<file path="config.mk">
export PLATFORM = sky130hd
export DESIGN_NAME = pipeline_register
export DESIGN_NICKNAME = d
export VERILOG_FILES = /design/src/rtl/pipeline_register.sv
export SDC_FILE = /design/constraint.sdc
export NUM_CORES = 1
export LEC_CHECK = 0
export BUFFER_PORTS_ARGS = -buffer_cell sky130_fd_sc_hd__buf_2
export CORE_ASPECT_RATIO = 0.5
export CORE_MARGIN = 10
export CORE_UTILIZATION = 35
export DETAILED_ROUTE_END_ITERATION = 6
export GPL_TIMING_DRIVEN = 0
export HOLD_SLACK_MARGIN = 0.12
export PLACE_DENSITY = 0.55
export SLEW_MARGIN = 40
export SYNTH_ARGS = -nofsm -noshare
export SYNTH_HDL_FRONTEND = slang
export SYNTH_SLANG_ARGS = --single-unit
</file>
<file path="constraint.sdc">
create_clock -name clk_i -period 3.3 [get_ports clk_i]
set_input_delay 0.33 -clock clk_i [delete_from_list [all_inputs] [get_ports clk_i]]
set_output_delay 0.33 -clock clk_i [all_outputs]
set_load 0.05 [all_outputs]
</file>
<file path="src/rtl/pipeline_register.sv">
// Multi-stage valid/ready pipeline register with bubble collapsing, stall and flush.
// Stage 0 faces the upstream side and stage DEPTH-1 drives data_o/valid_o.
module pipeline_register #(
  parameter int unsigned      WIDTH       = 32,
  parameter int unsigned      DEPTH       = 2,
  parameter logic [WIDTH-1:0] RESET_VALUE = '0
) (
  input  logic                       clk_i,
  input  logic                       rst_i,
  input  logic                       stall_i,
  input  logic                       flush_i,
  input  logic                       valid_i,
  output logic                       ready_o,
  input  logic [WIDTH-1:0]           data_i,
  output logic                       valid_o,
  input  logic                       ready_i,
  output logic [WIDTH-1:0]           data_o,
  output logic [$clog2(DEPTH+1)-1:0] occupancy_o
);

  localparam int unsigned OCC_W = $clog2(DEPTH + 1);

  logic [DEPTH-1:0] r_vld;
  logic [WIDTH-1:0] r_dat [DEPTH];

  logic [DEPTH-1:0] w_acc;
  logic [DEPTH-1:0] w_src_vld;
  logic [WIDTH-1:0] w_src_dat [DEPTH];
  logic [OCC_W-1:0] w_occ;

  // Each stage takes its source from the stage behind it; stage 0 takes the input port.
  assign w_src_vld[0] = valid_i;
  assign w_src_dat[0] = data_i;

  for (genvar g = 1; g < DEPTH; g++) begin : g_src
    assign w_src_vld[g] = r_vld[g-1];
    assign w_src_dat[g] = r_dat[g-1];
  end

  // Accept chain runs from the output back to the input, so free space anywhere
  // propagates upstream in the same cycle.
  always_comb begin
    logic acc_up;
    logic mv;
    w_acc  = '0;
    acc_up = ready_i;
    for (int k = DEPTH - 1; k >= 0; k--) begin
      mv       = r_vld[k] & acc_up;
      acc_up   = !r_vld[k] | mv;
      w_acc[k] = acc_up;
    end
  end

  always_comb begin
    w_occ = '0;
    for (int k = 0; k < DEPTH; k++) begin
      w_occ = w_occ + OCC_W'(r_vld[k]);
    end
  end

  // NOTE: sequential state uses non-blocking assignments so every stage samples
  // its source's pre-edge value; blocking here would shoot a beat through all stages.
  always_ff @(posedge clk_i or posedge rst_i) begin
    if (rst_i) begin
      r_vld <= '0;
      // NOTE: the data stages are reset (not left X) because data_o exposes
      // the output stage directly and must read RESET_VALUE out of reset.
      for (int k = 0; k < DEPTH; k++) begin
        r_dat[k] <= RESET_VALUE;
      end
    end else if (flush_i) begin
      r_vld <= '0;
    end else if (!stall_i) begin
      for (int k = 0; k < DEPTH; k++) begin
        if (w_acc[k]) begin
          r_vld[k] <= w_src_vld[k];
          if (w_src_vld[k]) begin
            r_dat[k] <= w_src_dat[k];
          end
        end
      end
    end
  end

  assign ready_o     = w_acc[0] & !stall_i & !flush_i & !rst_i;
  assign valid_o     = r_vld[DEPTH-1] & !stall_i & !flush_i;
  assign data_o      = r_dat[DEPTH-1];
  assign occupancy_o = w_occ;

endmodule

</file>
==> results of run 1 <==
worst max-delay path, delay by kind of cell:
family	cells	cell delay, ps
and+or+nand+nor	1	210
buffers and inverters	4	1200
per-stage QoR:
stage / worst slack, ps / total power, W / hold WS, ps
5_1_grt: 1100 / 0.00341 / 201
3_3_place_gp: 55.5 / 0.00229 / 463
2_1_floorplan: 593 / 0.00209 / 393
3_5_place_dp: 1760 / 0.00233 / 328
6_report: 1220 / 0.00323 / 215
4_1_cts: 1210 / 0.00330 / 199
cells by family after synthesis:
kind of cell | count (synthesis) | share of synthesized area [%]
muxes | 64 | 25.7
and+or+nand+nor | 9 | 3.12
AOI/OAI and AO/OA | 4 | 0.713
buffers and inverters | 40 | 11.2
DFF | 66 | 58.8
adders and majority gates | 1 | 0.446
repair_timing:
| item | in CTS | in global routing |
|---|---|---|
| hold buffers | 1 | 0 |
| hold endpoints to repair | 24 | 0 |
| buffers inserted | 0 | 0 |
sequential cells by signal (all words and copies together), names as in the netlist:
name    count
data_o     32
r_vld       2
r_dat      32
placed cells by master, fill, tap and decap left out:
cell type      instances
dlygate4sd3_1          1
nand3b_1               1
clkinv_2               1
and3_1                 1
nor2_4                 1
nand3b_4               1
and2_1                 1
buf_4                 32
clkbuf_8               2
mux2_1                32
dfrtp_1               66
a21oi_1                2
nand2b_1               2
inv_1                  1
inv_4                  1
bufinv_16              1
clkbuf_1               3
ha_1                   1
nor2b_1                1
nand3_4                1
clkbuf_16              9
mux2_2                32
buf_12                 1
o21ai_0                2
buf_6                  6
buf_2                 73
per-layer routing:
metal | vias to the layer above | GRT usage [%]
met4 | 0 | 5.11
met3 | 10 | 4.22
met1 | 813 | 10.1
met2 | 37 | 15.9
li1 | 767 | -
met5 | - | 0
report_power, final:
part	total, W	switching, W	internal [W]	leakage [nW]
Clock	0.000940	0.000315	0.000625	0.147
Sequential	0.00114	0.000106	0.00103	0.799
Combinational	0.00116	0.000718	0.000437	0.875
Total	0.00323	0.00114	0.00209	1.82
area by class of cell:
type / instances / area share [%]
repair buffers: 75 / 10.9
well taps: 108 / 3.71
clock inverters: 2 / 0.963
plain buffers: 38 / 8.46
clock buffers: 14 / 7.25
inverters: 2 / 0.275
multi-input cells: 78 / 23.1
flip-flops and latches: 66 / 45.4
final timing paths:
check                                      start                endpoint  cells past startpoint
max                                        rst_i                 ready_o                      5
min                                   data_i[19]   r_dat[51]$_DFFE_PP0P_                      2
max reg2reg                 r_vld[1]$_DFFE_PP0P_  data_o[27]$_DFFE_PP0P_                      4
min reg2reg                r_dat[59]$_DFFE_PP0P_   r_dat[59]$_DFFE_PP0P_                      1
max in group asynchronous                  rst_i  data_o[25]$_DFFE_PP0P_                      4
min in group asynchronous                  rst_i   r_dat[41]$_DFFE_PP0P_                      3
==> results.py, run 1 <==
metrics = {
    "placed_design": {
        "gp_congestion": 0.749,
        "dp_hpwl_microns": 4110,
        "io_buffers": 73,
        "place_area_sq_um": 3330,
        "place_inst": 366,
    },
    "timing": {
        "worst-slew-pin-transition_ps": 332,
        "fmax_mhz": 481,
        "rsz0062_at_grt": "no",
        "tns_ps": 0,
        "hold_violations": 0,
        "period_share_pct": 63.0,
        "fin_crit_ps": 2080,
        "setup_viol": 0,
        "finalMaxSlewViolations": 0,
        "fin_skew_ps": 6.12,
        "slew_headroom_pct": 77.8,
    },
    "floorplan": {
        "dieWidth_microns": 147,
        "die_h_microns": 83.3,
        "pin_count": 74,
        "die_area_sq_um": 12200,
        "core_sq_um": 7570,
        "rows": 22,
        "start_util_pct": 37.1,
    },
    "logic_synthesis": {
        "netlist.area_leader.share_pct": 58.8,
        "synthCells": 184,
        "syn_nets": 223,
        "ys_seq_elements": 66,
        "ys_seq_area_share_pct": 58.8,
        "async_flop_share_pct": 100,
        "avgSynthCellArea_sq_um": 15.3,
        "synth_ff_type": "dfrtp_1",
        "synth_common_cells": "66 x dfrtp_1, 32 x buf_4, 32 x mux2_1, 32 x mux2_2, 6 x buf_6",
        "yosys.cell_count.top_type": "dfrtp_1",
        "ys_types": 17,
        "yosysWarnings": 0,
        "netlist_area_sq_um": 2810,
        "yosysTopAreaCell": "dfrtp_1",
        "synth_area_leaders": "dfrtp_1 59%, mux2_1 13%, mux2_2 13%, buf_4 8.6%, buf_6 2.4%",
        "synth_edf_count": 0,
    },
    "route": {
        "vias": 1627,
        "routedWlPerCell_microns": 14.3,
        "drt-met1-wl_microns": 2080,
        "drt-total-wl_microns": 5490,
        "maxUsedRoutingLayer": "met4",
        "wl_met2_microns": 2910,
        "drc": 0,
        "via_per_inst": 4.25,
        "drtIter0Drc": 106,
        "first_pass_iters": 2,
        "wl_met3_microns": 386,
        "ant_nets": 0,
    },
    "finish": {
        "finish.utilization_pct": 48.1,
        "drive_above_1_share_pct": 58.5,
        "antenna_cells": 0,
        "fin_nets": 309,
        "multi_input_area_sq_um": 841,
        "nFillCells": 678,
        "postLayoutCellArea_sq_um": 3640,
        "synthToLayoutAreaGrowth_pct": 29.6,
        "stdcell_count": 383,
        "regArea_sq_um": 1650,
    },
    "grt": {
        "antenna_found_initial": 0,
        "grt.overflow.total": 0,
        "grt_pass1_vias": 1788,
        "grt_max_degree": 43,
        "grt_first_pass_wirelength_microns": 9160,
        "grt.total_usage_pct": 9.56,
    },
    "power_and_ir_drop": {
        "cellLeakagePower_nw": 1.82,
        "vdd_drop_max_mv": 0.457,
        "p_per_area_nw_per_um2": 888,
    },
    "cts": {
        "worstSkewPairLatency_ps": 320,
        "htreeDepth": 3,
        "cts_tree": "done",
        "numCtsBuffers": 9,
        "clockBufferDepth": 2,
        "ctsRootBufferMaster": "clkbuf_16",
        "cts.sinks": 66,
        "clk_pin_slew_worst_paths_ps": 50,
        "cts_resized": 0,
    },
    "flow_run": {
        "max_cap_violations": 0,
    },
    "setup_path": {
        "crit_path_frequent_cell": "buf_2",
        "path_cells": "dlygate4sd3_1, buf_2, inv_4, and3_1, buf_2",
        "crit_path_start_kind": "input port",
        "worstSetupPathType": "input port to primary output",
        "r2r_slack_ps": 1860,
        "cpPeakStageDelay_ps": 540,
        "critPathArrivalTime_ps": 1750,
        "critPathMaxFanout": 26,
        "crit_required_ps": 2970,
        "crit_path_top_delay_cell": "dlygate4sd3_1",
        "cp-end-kind": "primary output",
    },
    "run_status": {
        "outcome": "finished, final reports clean",
    },
    "min_path": {
        "hp-class": "input port to flop",
    },
}
(Power assumes the default switching activity.)
==> run 2: changes to the inputs <==
==> constraint.sdc (replaced) <==
create_clock -name clk_i -period 2.13 [get_ports clk_i]
set_input_delay 0.213 -clock clk_i [delete_from_list [all_inputs] [get_ports clk_i]]
set_output_delay 0.213 -clock clk_i [all_outputs]
set_load 0.05 [all_outputs]
==> results.py, run 2 (synthesized netlist as in run 1, its figures left out) <==
metrics = {
    "floorplan": {
        "pin_count": 74,
        "dieWidth_microns": 147,
        "die_area_sq_um": 12200,
        "core_sq_um": 7570,
        "rows": 22,
        "start_util_pct": 37.1,
        "die_h_microns": 83.3,
    },
    "setup_path": {
        "critPathMaxFanout": 23,
        "worstSetupPathType": "input port to primary output",
        "crit_required_ps": 1920,
        "r2r_cells": 4,
        "regToRegStartpoint": "r_vld[1]$_DFFE_PP0P_",
        "r2r_end": "data_o[0]$_DFFE_PP0P_",
        "cp-end-kind": "primary output",
        "cp-startpoint": "rst_i",
        "critPathArrivalTime_ps": 1560,
        "crit_path_start_kind": "input port",
        "r2r_slack_ps": 710,
    },
    "finish": {
        "synthToLayoutAreaGrowth_pct": 42.8,
        "drive_above_1_share_pct": 53.7,
        "final_common_cell": "buf_2",
        "fin_nets": 343,
        "stdcell_count": 417,
        "final_cell_mix": "74 x buf_2, 66 x dfrtp_1, 33 x dlygate4sd3_1",
        "nFillCells": 656,
        "antenna_cells": 0,
        "postLayoutCellArea_sq_um": 4010,
    },
    "route": {
        "ant_nets": 0,
        "drtIter0Drc": 71,
        "via_per_inst": 4.18,
        "drt-total-wl_microns": 5600,
        "vias": 1745,
        "drc": 0,
        "routedWlPerCell_microns": 13.4,
        "first_pass_iters": 2,
    },
    "cts": {
        "cts_tree": "done",
        "clockBufferDepth": 2,
        "ctsRootBufferMaster": "clkbuf_16",
        "numCtsBuffers": 9,
        "cts.sinks": 66,
        "htreeDepth": 3,
        "clk_pin_slew_worst_paths_ps": 50,
        "cts_resized": 0,
        "worstSkewPairLatency_ps": 320,
    },
    "timing": {
        "finalMaxSlewViolations": 0,
        "slew_headroom_pct": 69.5,
        "setup_viol": 0,
        "period_share_pct": 83.2,
        "hold_slack_ps": 136,
        "hold_violations": 0,
        "rsz0062_at_grt": "no",
        "fmax_mhz": 564,
        "fin_skew_ps": 5.00,
        "worst-slew-pin-transition_ps": 457,
        "fin_crit_ps": 1770,
    },
    "flow_run": {
        "max_cap_violations": 0,
    },
    "grt": {
        "grt_pass1_vias": 1929,
        "grt.overflow.total": 0,
        "grt.total_usage_pct": 9.73,
        "grt_first_pass_wirelength_microns": 9530,
        "antenna_found_initial": 0,
        "grt_max_degree": 26,
    },
    "power_and_ir_drop": {
        "power.switching_w": 0.00178,
        "clkPwrFrac_pct": 29.4,
        "seq_power_share_pct": 34.5,
        "p_per_area_nw_per_um2": 1270,
        "p_int_w": 0.00332,
        "pwr-share-comb_pct": 36.1,
        "cellLeakagePower_nw": 1.98,
        "switching_share_pct": 35.0,
        "vdd_drop_max_mv": 0.660,
    },
    "min_path": {
        "hp-class": "input port to flop",
        "min_path_cells": 2,
        "hold_end": "r_dat[55]$_DFFE_PP0P_",
        "hp-start": "data_i[23]",
    },
    "placed_design": {
        "gp_congestion": 0.712,
        "place_inst": 367,
        "place_area_sq_um": 3360,
        "io_buffers": 73,
        "dp_hpwl_microns": 4100,
    },
    "run_status": {
        "outcome": "finished, final reports clean",
    },
}
-- run 2: power groups by stage --
stage | sequential (W) | clock (W) | combinational (W)
after detailed placement | 0.00178 | 0 | 0.00183
after CTS | 0.00176 | 0.00155 | 0.00188
after floorplan | 0.00173 | 0 | 0.00150
after global routing | 0.00181 | 0.00162 | 0.00195
final | 0.00176 | 0.00150 | 0.00184
after global placement | 0.00176 | 0 | 0.00179
-- run 2: metrics by stage --
| step | setup TNS [ps] | utilization (%) | setup WS [ps] | power [W] |
|---|---|---|---|---|
| after global routing | 0 | 53.0 | 279 | 0.00537 |
| after CTS | 0 | 53.0 | 270 | 0.00520 |
| final | 0 | 53.0 | 358 | 0.00510 |
| after global placement | -323 | 43.8 | -323 | 0.00356 |
| after floorplan | 0 | - | 207 | 0.00324 |
| after detailed placement | 0 | 44.4 | 433 | 0.00361 |
-- run 2: metal layers --
metal / wire length, microns / global-route usage (%) / vias to the layer above
li1: - / - / 843
met1: 2210 / 10.2 / 858
met2: 2970 / 16.8 / 35
met3: 325 / 3.84 / 9
met4: 88 / 4.57 / 0
met5: 0 / 0 / -
-- run 2: layout make-up --
type                    instances  area, sq um  area share [%]
plain buffers                  38          308            7.68
inverters                       2         11.3           0.281
well taps                     108          135            3.37
multi-input cells              78          841            21.0
clock buffers                  12          267            6.65
flip-flops and latches         66         1650            41.2
clock inverters                 4         48.8            1.22
repair buffers                109          748            18.7
-- run 2: worst max path at each step --
stage / cells after the start / endpoint / slack [ps]
floorplan: 2 / ready_o / 210
global placement: 4 / ready_o / -320
detailed placement: 5 / ready_o / 430
CTS: 4 / r_dat[55]$_DFFE_PP0P_ / 270
global route: 6 / ready_o / 280
finish: 6 / ready_o / 360
-- run 2: what timing repair did --
item,CTS,global route
endpoints found under the hold margin,53,0
hold buffers,34,0
setup buffers,0,0
-- run 2: worst max-delay path, stage by stage --
cell           delay (ps)
dlygate4sd3_1         530
buf_2                 130
clkinvlp_4             90
buf_12                180
and3_1                160
buf_2                 260
==> run 3: changes to the inputs <==
==> constraint.sdc (replaced) <==
create_clock -name clk_i -period 1.8 [get_ports clk_i]
set_input_delay 0.18 -clock clk_i [delete_from_list [all_inputs] [get_ports clk_i]]
set_output_delay 0.18 -clock clk_i [all_outputs]
set_load 0.05 [all_outputs]
==> results.py, run 3 (synthesized netlist as in run 1, its figures left out) <==
metrics = {
    "run_status": {
        "outcome": "finished, final reports clean",
    },
    "setup_path": {
        "r2r_end": "data_o[14]$_DFFE_PP0P_",
        "critPathMaxFanout": 4,
        "critPathArrivalTime_ps": 1500,
        "worstSetupEndpoint": "ready_o",
        "cp-end-kind": "primary output",
        "crit_path_start_kind": "input port",
        "cp-startpoint": "flush_i",
        "regToRegStartpoint": "r_vld[1]$_DFFE_PP0P_",
        "crit_required_ps": 1620,
        "worstSetupPathType": "input port to primary output",
        "r2r_cells": 4,
        "r2r_slack_ps": 370,
    },
    "floorplan": {
        "pin_count": 74,
        "core_sq_um": 7570,
        "die_area_sq_um": 12200,
        "dieWidth_microns": 147,
        "rows": 22,
        "die_h_microns": 83.3,
        "start_util_pct": 37.1,
    },
    "power_and_ir_drop": {
        "vdd_drop_max_mv": 0.881,
        "clkPwrFrac_pct": 33.0,
        "switching_share_pct": 33.6,
        "p_per_area_nw_per_um2": 1560,
        "p_int_w": 0.00424,
        "cellLeakagePower_nw": 2.01,
        "seq_power_share_pct": 32.6,
        "power.switching_w": 0.00215,
        "pwr-share-comb_pct": 34.4,
        "power_w": 0.00639,
    },
    "cts": {
        "numCtsBuffers": 9,
        "clk_pin_slew_worst_paths_ps": 50,
        "htreeDepth": 3,
        "post-cts-setup-buffers": 0,
        "clockBufferDepth": 2,
        "worstSkewPairLatency_ps": 320,
        "ctsRootBufferMaster": "clkbuf_16",
        "cts_tree": "done",
        "cts.sinks": 66,
    },
    "finish": {
        "final_common_cell": "buf_2",
        "antenna_cells": 0,
        "fin_nets": 347,
        "synthToLayoutAreaGrowth_pct": 45.9,
        "final_cell_mix": "75 x buf_2, 66 x dfrtp_1, 35 x dlygate4sd3_1",
        "drive_above_1_share_pct": 54.0,
        "postLayoutCellArea_sq_um": 4100,
        "stdcell_count": 421,
    },
    "grt": {
        "grt_max_degree": 25,
        "grt.overflow.total": 0,
        "grt_first_pass_wirelength_microns": 9880,
        "grt.total_usage_pct": 10.1,
        "antenna_found_initial": 0,
        "grt_pass1_vias": 1994,
    },
    "route": {
        "routedWlPerCell_microns": 14.0,
        "drc": 0,
        "first_pass_iters": 4,
        "via_per_inst": 4.26,
        "drt-total-wl_microns": 5910,
        "drtIter0Drc": 48,
        "ant_nets": 0,
        "vias": 1794,
    },
    "placed_design": {
        "place_area_sq_um": 3360,
        "place_inst": 367,
        "dp_hpwl_microns": 4150,
        "io_buffers": 73,
        "dpl_worst_slack_ps": -42.0,
        "gp_congestion": 0.699,
    },
    "flow_run": {
        "max_cap_violations": 0,
    },
    "timing": {
        "rsz0062_at_grt": "no",
        "setup_viol": 0,
        "hold_violations": 0,
        "fmax_mhz": 596,
        "fin_ws_ps": 122,
        "period_share_pct": 93.2,
        "fin_crit_ps": 1680,
        "fin_skew_ps": 5.46,
        "slew_headroom_pct": 64.8,
        "finalMaxSlewViolations": 0,
        "hold_slack_ps": 157,
        "worst-slew-pin-transition_ps": 527,
    },
    "min_path": {
        "hp-class": "input port to flop",
    },
}
-- run 3: cell types whose count changed in the layout (fill, tap and decap cells not counted) --
cell | previous run | this run
bufinv_16 | 1 | 4
clkbuf_8 | 3 | 0
dlygate4sd3_1 | 33 | 35
clkinv_2 | 2 | 1
buf_2 | 74 | 75
clkinvlp_4 | 1 | 2
and3_4 | 0 | 1
and3_1 | 1 | 0
clkinvlp_2 | 0 | 1
-- run 3: stage by stage --
step / setup TNS [ps] / util [%]
floorplan: 0 / -
global placement: -626 / 43.8
detailed placement: -42.0 / 44.4
CTS: 0 / 54.2
global route: 0 / 54.1
finish: 0 / 54.1
-- run 3: what timing repair did --
action                                  4_1_cts  5_1_grt
endpoints found under the setup margin        1        0
resized for setup                             0        0
hold endpoints to repair                     54        0
hold buffers                                 37        0
-- run 3: worst min-delay path by stage --
stage	startpoint	slack, ps	endpoint	cells after the start
after floorplan	flush_i	240	r_vld[0]$_DFFE_PP0P_	1
after detailed placement	rst_i	250	data_o[23]$_DFFE_PP0P_	2
final	valid_i	160	r_vld[0]$_DFFE_PP0P_	3
after CTS	valid_i	150	r_vld[0]$_DFFE_PP0P_	3
after global routing	valid_i	160	r_vld[0]$_DFFE_PP0P_	3
after global placement	data_i[20]	390	r_dat[52]$_DFFE_PP0P_	2
-- run 3: cell type report --
class,count,area [sq um]
Clock inverter,7,141
Tap cell,108,135
Fill cell,670,3470
Buffer,38,308
Timing Repair inverter,1,5.00
Timing Repair Buffer,112,773
Clock buffer,9,225
Sequential cell,66,1650
Multi-Input combinational cell,78,846
Inverter,2,11.3
-- run 3: power groups by stage --
| stage | clock, W | combinational (W) | sequential [W] |
|---|---|---|---|
| after global placement | 0 | 0.00212 | 0.00208 |
| after CTS | 0.00218 | 0.00224 | 0.00209 |
| final | 0.00211 | 0.00220 | 0.00208 |
| after global routing | 0.00224 | 0.00233 | 0.00214 |
| after detailed placement | 0 | 0.00217 | 0.00212 |
| after floorplan | 0 | 0.00178 | 0.00205 |
-- run 3: worst max-delay path: stages --
cell and delay [ps]:
dlygate4sd3_1 540, buf_2 150, nor2_4 180, and3_4 190, buf_2 250
-- run 3: per-layer routing --
metal | track usage [%] | vias up | share of wire, %
met1 | 10.6 | 901 | 41
met3 | 4.33 | 5 | 5.8
li1 | - | 852 | -
met4 | 4.04 | 0 | 0.90
met2 | 17.6 | 36 | 53
met5 | 0 | - | 0
